<file path="src/rtl/sram_client_arbiter.sv">
// Two-client arbiter in front of the SRAM controller: sequences writes, timed reads
// and clear commands onto the single controller port, one transaction at a time.
module sram_client_arbiter #(
   parameter int DEPTH     = 19,
   parameter int READ_WAIT = 2
) (
   input  logic             clk,
   input  logic             rst,
   input  logic             a_req,
   input  logic             a_we,
   input  logic [DEPTH:0]   a_addr,
   input  logic [15:0]      a_wdata,
   output logic             a_ack,
   output logic [15:0]      a_rdata,
   input  logic             b_req,
   input  logic             b_we,
   input  logic [DEPTH:0]   b_addr,
   input  logic [15:0]      b_wdata,
   output logic             b_ack,
   output logic [15:0]      b_rdata,
   input  logic             clr_req,
   input  logic             clr_mark,
   output logic             clr_ack,
   output logic [DEPTH:0]   mem_addr,
   output logic             mem_write_en,
   output logic [15:0]      mem_data_in,
   input  logic [15:0]      mem_data_out,
   input  logic             mem_ready,
   output logic             mem_rst,
   output logic             mem_clean_mark
);

   // Handshake: a requester raises req (level) with stable fields and holds it until
   // its ack pulses for one cycle; a req still high in the cycle after ack is a new request.
   typedef enum logic [2:0] {
      S_SETTLE, S_IDLE, S_WR_ISSUE, S_WR_WAIT, S_RD_WAIT, S_CLR_ISSUE, S_CLR_WAIT, S_DONE
   } state_t;

   localparam logic [3:0] RD_LAST = 4'(READ_WAIT - 1);

   state_t     state;
   logic [1:0] settle_cnt;
   logic [3:0] rd_cnt;
   logic       rr_b;
   logic       owner_b;
   logic       grant_a;
   logic       grant_b;

   always_comb begin
      grant_a = a_req && (!b_req || !rr_b);
      grant_b = b_req && !grant_a;
   end

   always_ff @(posedge clk) begin
      if (rst) begin
         state          <= S_SETTLE;
         settle_cnt     <= 2'd0;
         rd_cnt         <= 4'd0;
         rr_b           <= 1'b0;
         owner_b        <= 1'b0;
         a_ack          <= 1'b0;
         b_ack          <= 1'b0;
         clr_ack        <= 1'b0;
         a_rdata        <= 16'h0;
         b_rdata        <= 16'h0;
         mem_addr       <= '0;
         mem_data_in    <= 16'h0;
         mem_write_en   <= 1'b0;
         mem_rst        <= 1'b0;
         mem_clean_mark <= 1'b0;
      end else begin
         a_ack          <= 1'b0;
         b_ack          <= 1'b0;
         clr_ack        <= 1'b0;
         mem_write_en   <= 1'b0;
         mem_rst        <= 1'b0;
         mem_clean_mark <= 1'b0;
         case (state)
            S_SETTLE: begin
               if (settle_cnt == 2'd2) state <= S_IDLE;
               else                    settle_cnt <= settle_cnt + 2'd1;
            end
            S_IDLE: begin
               if (clr_req) begin
                  mem_rst        <= !clr_mark;
                  mem_clean_mark <= clr_mark;
                  state          <= S_CLR_ISSUE;
               end else if (grant_a || grant_b) begin
                  owner_b     <= grant_b;
                  rr_b        <= grant_a;
                  mem_addr    <= grant_a ? a_addr  : b_addr;
                  mem_data_in <= grant_a ? a_wdata : b_wdata;
                  rd_cnt      <= 4'd0;
                  if (grant_a ? a_we : b_we) begin
                     mem_write_en <= 1'b1;
                     state        <= S_WR_ISSUE;
                  end else begin
                     state <= S_RD_WAIT;
                  end
               end
            end
            S_WR_ISSUE: state <= S_WR_WAIT;
            S_WR_WAIT: begin
               if (mem_ready) begin
                  a_ack <= !owner_b;
                  b_ack <= owner_b;
                  state <= S_DONE;
               end
            end
            S_RD_WAIT: begin
               // The controller reads combinationally; sample only once the address has settled.
               if (rd_cnt == RD_LAST) begin
                  if (owner_b) b_rdata <= mem_data_out;
                  else         a_rdata <= mem_data_out;
                  a_ack <= !owner_b;
                  b_ack <= owner_b;
                  state <= S_DONE;
               end else begin
                  rd_cnt <= rd_cnt + 4'd1;
               end
            end
            S_CLR_ISSUE: state <= S_CLR_WAIT;
            S_CLR_WAIT: begin
               if (mem_ready) begin
                  clr_ack <= 1'b1;
                  state   <= S_DONE;
               end
            end
            S_DONE:  state <= S_IDLE;
            default: state <= S_SETTLE;
         endcase
      end
   end

endmodule

</file>
<file path="config.mk">
export PLATFORM = sky130hd
export DESIGN_NAME = sram_client_arbiter
export DESIGN_NICKNAME = d
export VERILOG_FILES = /design/src/rtl/sram_client_arbiter.sv
export SDC_FILE = /design/constraint.sdc
export NUM_CORES = 1
export LEC_CHECK = 0
export CORE_UTILIZATION = 45
export CTS_CLUSTER_DIAMETER = 100
export DETAILED_ROUTE_END_ITERATION = 7
export PLACE_DENSITY = 0.84
export SYNTH_ARGS = -nofsm -noshare
export SYNTH_HDL_FRONTEND = slang
export SYNTH_SLANG_ARGS = --single-unit
</file>
<file path="constraint.sdc">
create_clock -name clk -period 4.6 [get_ports clk]
set_input_delay 0.92 -clock clk [delete_from_list [all_inputs] [get_ports clk]]
set_output_delay 0.92 -clock clk [all_outputs]
set_load 0.03 [all_outputs]
</file>
==> flow_summary.yaml <==
power:
  power_frac_comb_pct: 33.1
  p_leak_uw: 0.002084
  vdd_drop_max_mv: 0.2174
  seqPwrFrac_pct: 42.5
  p_int_uw: 1390
  power_switching_uw: 701.1
  power_density_nw_per_um2: 365.9
  clkPwrFrac_pct: 24.4
  swShare_pct: 33.53
floorplan:
  row_count: 33
  io_pins: 171
  initial_core_util_pct: 46.60
  coreArea_um2: 8217
  dieArea_um2: 8881
  die_w_um: 94.24
  die_height_um: 94.24
sta:
  period_share_pct: 65.62
  slew_violations: 0
  worst_slew_pin_slew_ns: 0.9999
  skew_ns: 0.009241
  relSlewSlack_pct: 33.34
  fin_tns_setup_ns: 0
  rsz0062_at_grt: "false"
  hold_viol: 0
  fmax_ghz: 0.3313
  setup_viol: 0
  period_minus_slack_ns: 3.018
critical_path:
  critPathRequiredTime_ns: 4.77
  crit_start: "clr_req"
  cp.arrival_ns: 3.19
  startpoint_type: "input pin"
  reg2reg_from: "state[1]$_SDFFE_PP0P_"
  cpMaxStageDelayCell: "or4b_1"
  cpPeakStageDelay_ns: 0.65
  reg2reg_depth: 4
  crit_fanout: 26
  endpoint_kind: "register"
  crit_chain: "clkdlybuf4s50_1 -> or4b_1 -> nor2_2 -> buf_4 -> a311oi_1"
  worstSetupPathType: "in2reg"
synthesis:
  syn_avg_cell_area_um2: 8.904
  synth-seq-cells: 85
  synth_cells: 430
  synth_cell_type_count: 46
  synth_top_cell_by_area: "dfxtp_1"
  synth_commonest_cells: "85 x dfxtp_1, 75 x nand2_1, 49 x nand2b_1, 40 x a21oi_1, 36 x a311oi_1"
  syn_area_um2: 3829
  synth_xor_area_share_pct: 0.2288
  synth_top_area_share_pct: 44.44
  synthFlopType: "dfxtp_1"
  synth_fa_ha_area_share_pct: 0.9804
  synth_mux_area_share_pct: 8.660
  synth-edff-count: 0
  async_flop_share_pct: 0
  synthSimpleGateAreaFrac_pct: 22.16
  yosysWarnings: 0
  synthMostInstantiatedCell: "dfxtp_1"
  synth_top_family_by_area: "simple AND/OR/NAND/NOR gates"
  ys_seq_area_share_pct: 44.44
  synthesis.nets: 530
  synth_compound_area_share_pct: 17.65
  synth.area.top_cells: "dfxtp_1 44%, mux2i_1 8.4%, a311oi_1 8.2%"
clocking:
  clock_path_buffers: 2
  htree_levels: 3
  clk_latency_ns: 0.34
  ctsResizeCount: 0
  clockRootBuffer: "clkbuf_8"
  cts_tree: "done"
  cts_setup_buffers: 0
  cts_buffers: 9
  clock_sinks: 85
  clk_pin_slew_ns: 0.08
  hold_buffers: 0
place:
  dpl.hpwl_um: 7266
  place_inst: 671
  portBuffers: 170
  globalplace.congestion: 0.7768
global_route:
  grtUsageTotal_pct: 23.64
  overflow: 0
  grt_start_max_net_pins: 71
  grt_pass1_vias: 3579
  grt_pass1_wl_um: 16570
  antenna_found_initial: 0
route:
  top_layer_used: "met4"
  dr.pass1.iters: 4
  wl_per_cell_um: 15.09
  wl_met1_um: 4157
  drc: 0
  viasPerCell: 5.360
  wl_met3_um: 907
  dr.first_iter.drc_count: 192
  num_vias: 3682
  route.met2.wl_um: 5177
  detail-route-antenna-nets: 0
  drt-total-wl_um: 10370
cells_and_area:
  area_delta_synth_final_pct: 49.22
  n_antenna_cell: 0
  fillers: 656
  nets: 677
  layoutNonFillerInstCount: 687
  drive_gt1_share_pct: 5.498
min_path:
  min_from: "b_rdata[3]$_SDFFE_PP0P_"
  whs_path_depth: 2
  worstHoldPathType: "reg2reg"
job:
  drv_cap: 0
status:
  status: "finished clean"
-- cell type report --
class	count	area [um2]	share of cell area [%]
Multi-Input combinational cell	298	1922	33.64
Timing Repair Buffer	176	1742	30.49
Sequential cell	85	1702	29.79
Tap cell	105	131.4	2.300
Clock buffer	9	123.9	2.168
Clock inverter	7	66.31	1.161
Inverter	7	26.28	0.4599
-- metal layers --
metal | global-route usage, % | vias to the layer above
met5 | 0 | -
met4 | 7.051 | 0
met3 | 7.362 | 13
met2 | 40.34 | 156
met1 | 28.18 | 1700
li1 | - | 1813
-- worst max-delay path: cells and delay by family --
family / cells / cell delay, ns
simple gates: 2 / 1.17
buf+inv: 2 / 0.93
compound gates: 1 / 0.15
-- worst paths after layout --
path                               end  slack (ns)
max          mem_addr[14]$_SDFFE_PP0P_        1.58
min            b_rdata[3]$_SDFFE_PP0P_        0.48
max reg2reg  mem_addr[14]$_SDFFE_PP0P_        2.19
min reg2reg    b_rdata[3]$_SDFFE_PP0P_        0.48
-- power by group through the flow --
stage          clock [uW]  combinational, uW  sequential, uW
2_1_floorplan           0                346             988
3_3_place_gp            0                675             899
3_5_place_dp            0                691             902
4_1_cts               524                694             887
5_1_grt               550                752             899
6_report              511                692             888
-- flip-flops by register name (all words and copies together) (netlist names) --
name and flops:
rd_cnt 4, mem_addr 20, a_ack 1, b_rdata 16, b_ack 1, rr_b 1
settle_cnt 2, mem_rst 1, mem_clean_mark 1, owner_b 1, clr_ack 1, a_rdata 16
state 3, mem_write_en 1, mem_data_in 16
-- kinds of logic after synthesis --
kind of cell | after synthesis
multiplexers | 33
buffers and inverters | 47
AND/OR/NAND/NOR | 165
AO/OA/AOI/OAI | 96
flip-flops | 85
adder cells (fa/ha/maj) | 3
XOR/XNOR | 1
-- layout by cell type (no fill, tap or decap), drive strengths merged, types with 7 or more instances in the layout --
| cell type | n |
|---|---|
| dfxtp | 85 |
| clkbuf | 9 |
| nand2 | 75 |
| nand2b | 49 |
| mux2i | 32 |
| buf | 7 |
| inv | 7 |
| nor2 | 11 |
| a21oi | 40 |
| nand3 | 7 |
| clkdlybuf4s50 | 169 |
| a311oi | 36 |
-- stage by stage --
stage | power (uW) | util, % | area (um2) | worst slack (ns) | hold slack, ns
6_report | 2091 | 69.53 | 5713 | 1.582 | 0.4768
3_3_place_gp | 1575 | 67.21 | 5523 | 1.349 | 0.4588
5_1_grt | 2201 | 69.53 | 5713 | 1.453 | 0.5028
3_5_place_dp | 1593 | 67.21 | 5523 | 1.261 | 0.4697
4_1_cts | 2104 | 69.53 | 5713 | 1.619 | 0.4815
2_1_floorplan | 1334 | - | 3829 | 2.499 | 0.4679
No activity file was read; power rests on OpenSTA's default activity.
==> variant 1 (same settings) <==
`DEPTH`: 19 -> 38.
--- a/src/rtl/sram_client_arbiter.sv
+++ b/src/rtl/sram_client_arbiter.sv
@@ -3,3 +3,3 @@
 module sram_client_arbiter #(
-   parameter int DEPTH     = 19,
+   parameter int DEPTH     = 38,
    parameter int READ_WAIT = 2
Interface: changed (resized a_addr, b_addr and mem_addr); port bits go from 171 to 228. No check against the original RTL was run, so the function may have changed too.
==> variant 1 against the unedited design <==
  * Cell count grew 26%
  * Setup slack gained 0.29 ns
  * Sequential cell count grew 19
  * Sequential power grew 24%
  * Synthesized cell count grew 24%
  * Total power grew 21%
  * Routed wire length grew 42%
  * Cell area grew 20%
  * Area after synthesis grew 14%
  * Largest cell class is now non-clock buffers
  * Highest routed layer unchanged
==> variant 1: results (changes against the unedited design) <==
| Metric | Value |
|---|---|
| Synth top area cells | dfxtp_1 48%, nand2_1 10%, a211oi_1 10% |
| Share of final-layout standard cells stronger than drive strength 1 | 0.0801 (+0.0251) |
| Final critical path time including I/O delays and setup | 2.73 ns (-0.289 ns) |
| Placed instance count | 850 (+27%) |
| Met3 demand-to-capacity share in global routing | 0.0964 (+0.0228) |
| Net count, final | 870 (+29%) |
| Outcome | finished, final reports clean |
| Met2 wire len | 7140 µm (+38%) |
| Crit path arrival time | 3.01 ns (-0.18 ns) |
| Detail Placement HPWL | 10300 µm (+42%) |
| Slew at the pin with the worst max-slew slack | 1.10 ns (+0.0954 ns) |
| Worst flop-to-flop path endpoint | mem_addr[28]$_SDFFE_PP0P_ |
| Number of fill cells in the layout | 723 (+10%) |
| Violation count after the first detailed-route iteration | 181 (-5.7%) |
| Depth of the worst register-to-register path | 5 (+1) |
| Pre-CTS WS | 1.54 ns (+0.277 ns) |
| Met2 track demand over resource | 0.494 (+0.0908) |
| Synth Area per Inst | 8.20 µm² (-8.0%) |
| Mapped Nets | 671 (+27%) |
| Total global-route track usage | 0.289 (+0.0524) |
| Worst-path maximum fanout | 59 (+130%) |
| Gp weighted congestion | 0.843 (+8.5%) |
| Later-pin clock latency in the skew report | 0.38 ns (+0.04 ns) |
| Leak | 2.34 nW (+12%) |
| Area after detailed placement | 6660 µm² (+21%) |
| Total met3 wirelength after detailed routing | 1440 µm (+59%) |
| Power per cell area | 370 nW/µm² (+1.2%) |
| Met1 Track Usage GR | 0.338 (+0.0559) |
| Hold_ws | 0.463 ns (-0.0141 ns) |
| Peak supply drop | 207 µV (-4.8%) |
==> variant 1: cell types whose count changed after synthesis, moves of 29 or more <==
cell / unedited run / this run
mux2i_1: 32 / 1
a21oi_1: 40 / 69
a311oi_1: 36 / 0
nand2b_1: 49 / 3
nand2_1: 75 / 120
nor2_1: 10 / 59
a211oi_1: 2 / 58
==> variant 1: worst max path at each step <==
stage,end,cells after the start
after floorplan,mem_addr[24]$_SDFFE_PP0P_,7
after global placement,mem_addr[16]$_SDFFE_PP0P_,6
after detailed placement,mem_addr[28]$_SDFFE_PP0P_,6
after CTS,mem_addr[28]$_SDFFE_PP0P_,6
after global routing,mem_addr[37]$_SDFFE_PP0P_,6
final,mem_addr[28]$_SDFFE_PP0P_,6
==> variant 1: cells by family (layout without fill, tap and decap cells) <==
kind of cell             count (synthesis)  count (layout)  share of synthesized area
AO/OA/AOI/OAI                          155             155                      0.233
XOR/XNOR                                 3               3                    0.00602
adder cells (fa/ha/maj)                  3               3                    0.00859
buffers and inverters                   48             252                     0.0516
flip-flops                             104             104                      0.477
multiplexers                             1               1                    0.00229
AND/OR/NAND/NOR                        219             219                      0.221
==> variant 1: power breakdown <==
part	internal, mW	switching, mW
registers	1.02	0.0815
clock network	0.202	0.343
logic	0.397	0.492
==> variant 1: final cells by class <==
cell class | instances | share of cell area
repair buffers | 231 | 0.337
multi-input cells | 381 | 0.306
flip-flops and latches | 104 | 0.305
well taps | 129 | 0.0236
clock buffers | 9 | 0.0181
clock inverters | 7 | 0.00806
inverters | 5 | 0.00275
==> variant 1: critical path, cell delays in order <==
cell	delay [ns]
clkdlybuf4s50_1	0.49
nor4b_2	0.45
nor2b_4	0.22
buf_4	0.52
nor2_1	0.12
a211oi_1	0.27
==> variant 2 (same settings) <==
Without the edit above. Reset style: asynchronous (`rst`), changed in one clocked block.
--- a/src/rtl/sram_client_arbiter.sv
+++ b/src/rtl/sram_client_arbiter.sv
@@ -53,3 +53,3 @@
 
-   always_ff @(posedge clk) begin
+   always_ff @(posedge clk or posedge rst) begin
       if (rst) begin
Formal check against the unedited RTL: differs if rst is asserted again (counterexample within 10 cycles, from zero or initial values and one cycle with rst high); with rst held inactive, the same outputs for 10 cycles.
==> variant 2 against the unedited design <==
  * Global-route usage is 3.7 points lower
  * Via count is 24% lower
  * Highest routed layer unchanged
  * Cell area is 3.3% higher
  * Critical endpoint is now mem_addr[17]$_DFFE_PP0P_
  * Largest cell class is now flip-flops and latches
  * Non-clock buffer count is 4 lower
  * Setup slack better by 0.019 ns
  * Routed wire length is 14% lower
  * Sequential cell count stayed put
  * Die area is 1.7% higher
  * Synthesized cell count is 37% lower
  * Hold slack better by 0.028 ns
  * Area after synthesis is 1.7% higher
Power is not compared: it rests on default switching activity, and its combinational part moved more than twofold at a synthesized area within 25%.
==> variant 2: results (changes against the unedited design) <==
| Metric | Value |
|---|---|
| Total global-route track usage | 0.199 (-0.0370) |
| Leak | 2.44 nW |
| Synth top area cells | dfrtp_1 55%, mux2_2 28%, mux2_4 3.9% |
| Slowest-stage cell, CP | and2_2 |
| Hold Path Origin | mem_addr[13]$_DFFE_PP0P_ |
| Depth of the worst register-to-register path | 3 (-1) |
| Final non-clock buffer share | 0.291 (-0.0139) |
| Violation count after the first detailed-route iteration | 83 (-57%) |
| Number of non-clock buffers | 172 (-2.3%) |
| Number of unique standard cell types used by synthesis | 41 (-11%) |
| Clock buffer count in the final layout | 10 (+1) |
| CP peak stage delay | 0.84 ns (+0.19 ns) |
| Normalized max-slew margin | 0.268 (-0.0658) |
| Mapped Nets | 371 (-30%) |
| Number of buffers added on ports | 170 (unchanged) |
| Number of antenna violations at the first check in global routing | 0 (unchanged) |
| Most frequent cells after synthesis | 96 x mux2_2, 85 x dfrtp_1, 10 x mux2_4 |
| Detailed-route wire length on metal 1 | 3570 µm (-14%) |
| Pre-CTS WS | 1.27 ns (+0.00519 ns) |
| Source of the critical timing path | clr_req |
| Peak supply drop | 308 µV |
| Total met3 wirelength after detailed routing | 523 µm (-42%) |
| Hold path depth | 1 (-1) |
| Crit path arrival time | 3.23 ns (+0.04 ns) |
| Net count, final | 540 (-20%) |
| Pin count of the biggest net entering global routing | 56 (-21%) |
| Fraction of synthesis flops using an asynchronous set or reset pin | 1.00 (+1.00) |
| Largest clock skew in the final design | 0.0138 ns (+0.00459 ns) |
| Number of fill cells in the layout | 581 (-11%) |
| Mean number of vias per cell | 5.12 (-4.5%) |
| Worst-path maximum fanout | 39 (+50%) |
| Max FFs per register | 20 (unchanged) |
| Non-Clock Inverter Count | 6 (-1) |
| Gp weighted congestion | 0.739 (-4.9%) |
| Launching point of the worst reg2reg path | state[2]$_DFFE_PP0P_ |
| Routed Wire Length | 8960 µm (-14%) |
| Outcome | finished, final reports clean |
| Data required time at the worst endpoint | 4.83 ns (+0.06 ns) |
| Detail Placement HPWL | 6680 µm (-8.1%) |
| Vias in the first global route | 2846 (-20%) |
| Clk cell area share | 0.0405 (+0.00722) |
| Multi-input gate area in the final layout | 1660 µm² (-14%) |
| Sequential cell area fraction in the yosys report | 0.546 (+0.102) |
| #MultiIn Comb | 166 (-44%) |
| Path class of the lowest-slack min-delay path | reg2reg |
| Share of final-layout standard cells stronger than drive strength 1 | 0.294 (+0.239) |
| Sequential share of cell area | 0.361 (+0.0627) |
| First-pass GRT wire length | 13800 µm (-17%) |
==> variant 2: layer usage <==
| layer | vias to the layer above | track usage |
|---|---|---|
| met2 | 97 | 0.353 |
| met5 | - | 0 |
| met4 | 0 | 0.0745 |
| met1 | 1392 | 0.242 |
| met3 | 17 | 0.0351 |
| li1 | 1309 | - |
==> variant 2: worst paths after layout <==
kind,endpoint,slack (ns)
min in group asynchronous,a_rdata[2]$_DFFE_PP0P_,1.06
worst max-delay path,mem_addr[17]$_DFFE_PP0P_,1.60
worst min-delay path,mem_addr[13]$_DFFE_PP0P_,0.50
worst max register to register,a_rdata[7]$_DFFE_PP0P_,2.00
max in group asynchronous,mem_addr[13]$_DFFE_PP0P_,2.60
worst min register to register,mem_addr[13]$_DFFE_PP0P_,0.50
==> variant 2: through the flow <==
| stage | cells | cell area, µm² | power, mW |
|---|---|---|---|
| detailed placement | 534 | 5660 | 3.31 |
| CTS | 550 | 5900 | 3.94 |
| global placement | 534 | 5660 | 3.25 |
| global route | 550 | 5900 | 4.11 |
| floorplan | 271 | 3890 | 2.49 |
| finish | 550 | 5900 | 3.91 |
==> variant 2: worst register-to-register path, delay by kind of cell (launching register included) <==
kind / cells / cell delay [ns]
simple gates: 2 / 1.49
flops: 1 / 0.59
mux: 1 / 0.43
==> variant 2: cells by family (layout without fill, tap and decap cells) <==
group	after synthesis	after routing	share of synthesized area
xor+xnor	1	1	0.00225
mux	108	108	0.321
buf+inv	20	194	0.0305
simple gates	33	33	0.0578
compound gates	21	21	0.0324
fa+ha+maj	3	3	0.00964
flops	85	85	0.546
==> variant 2: power breakdown <==
group	switching (mW)	internal, mW	leakage (nW)	total (mW)
registers	0.222	1.09	1.05	1.31
logic	1.01	0.967	1.27	1.97
clock network	0.262	0.361	0.116	0.623
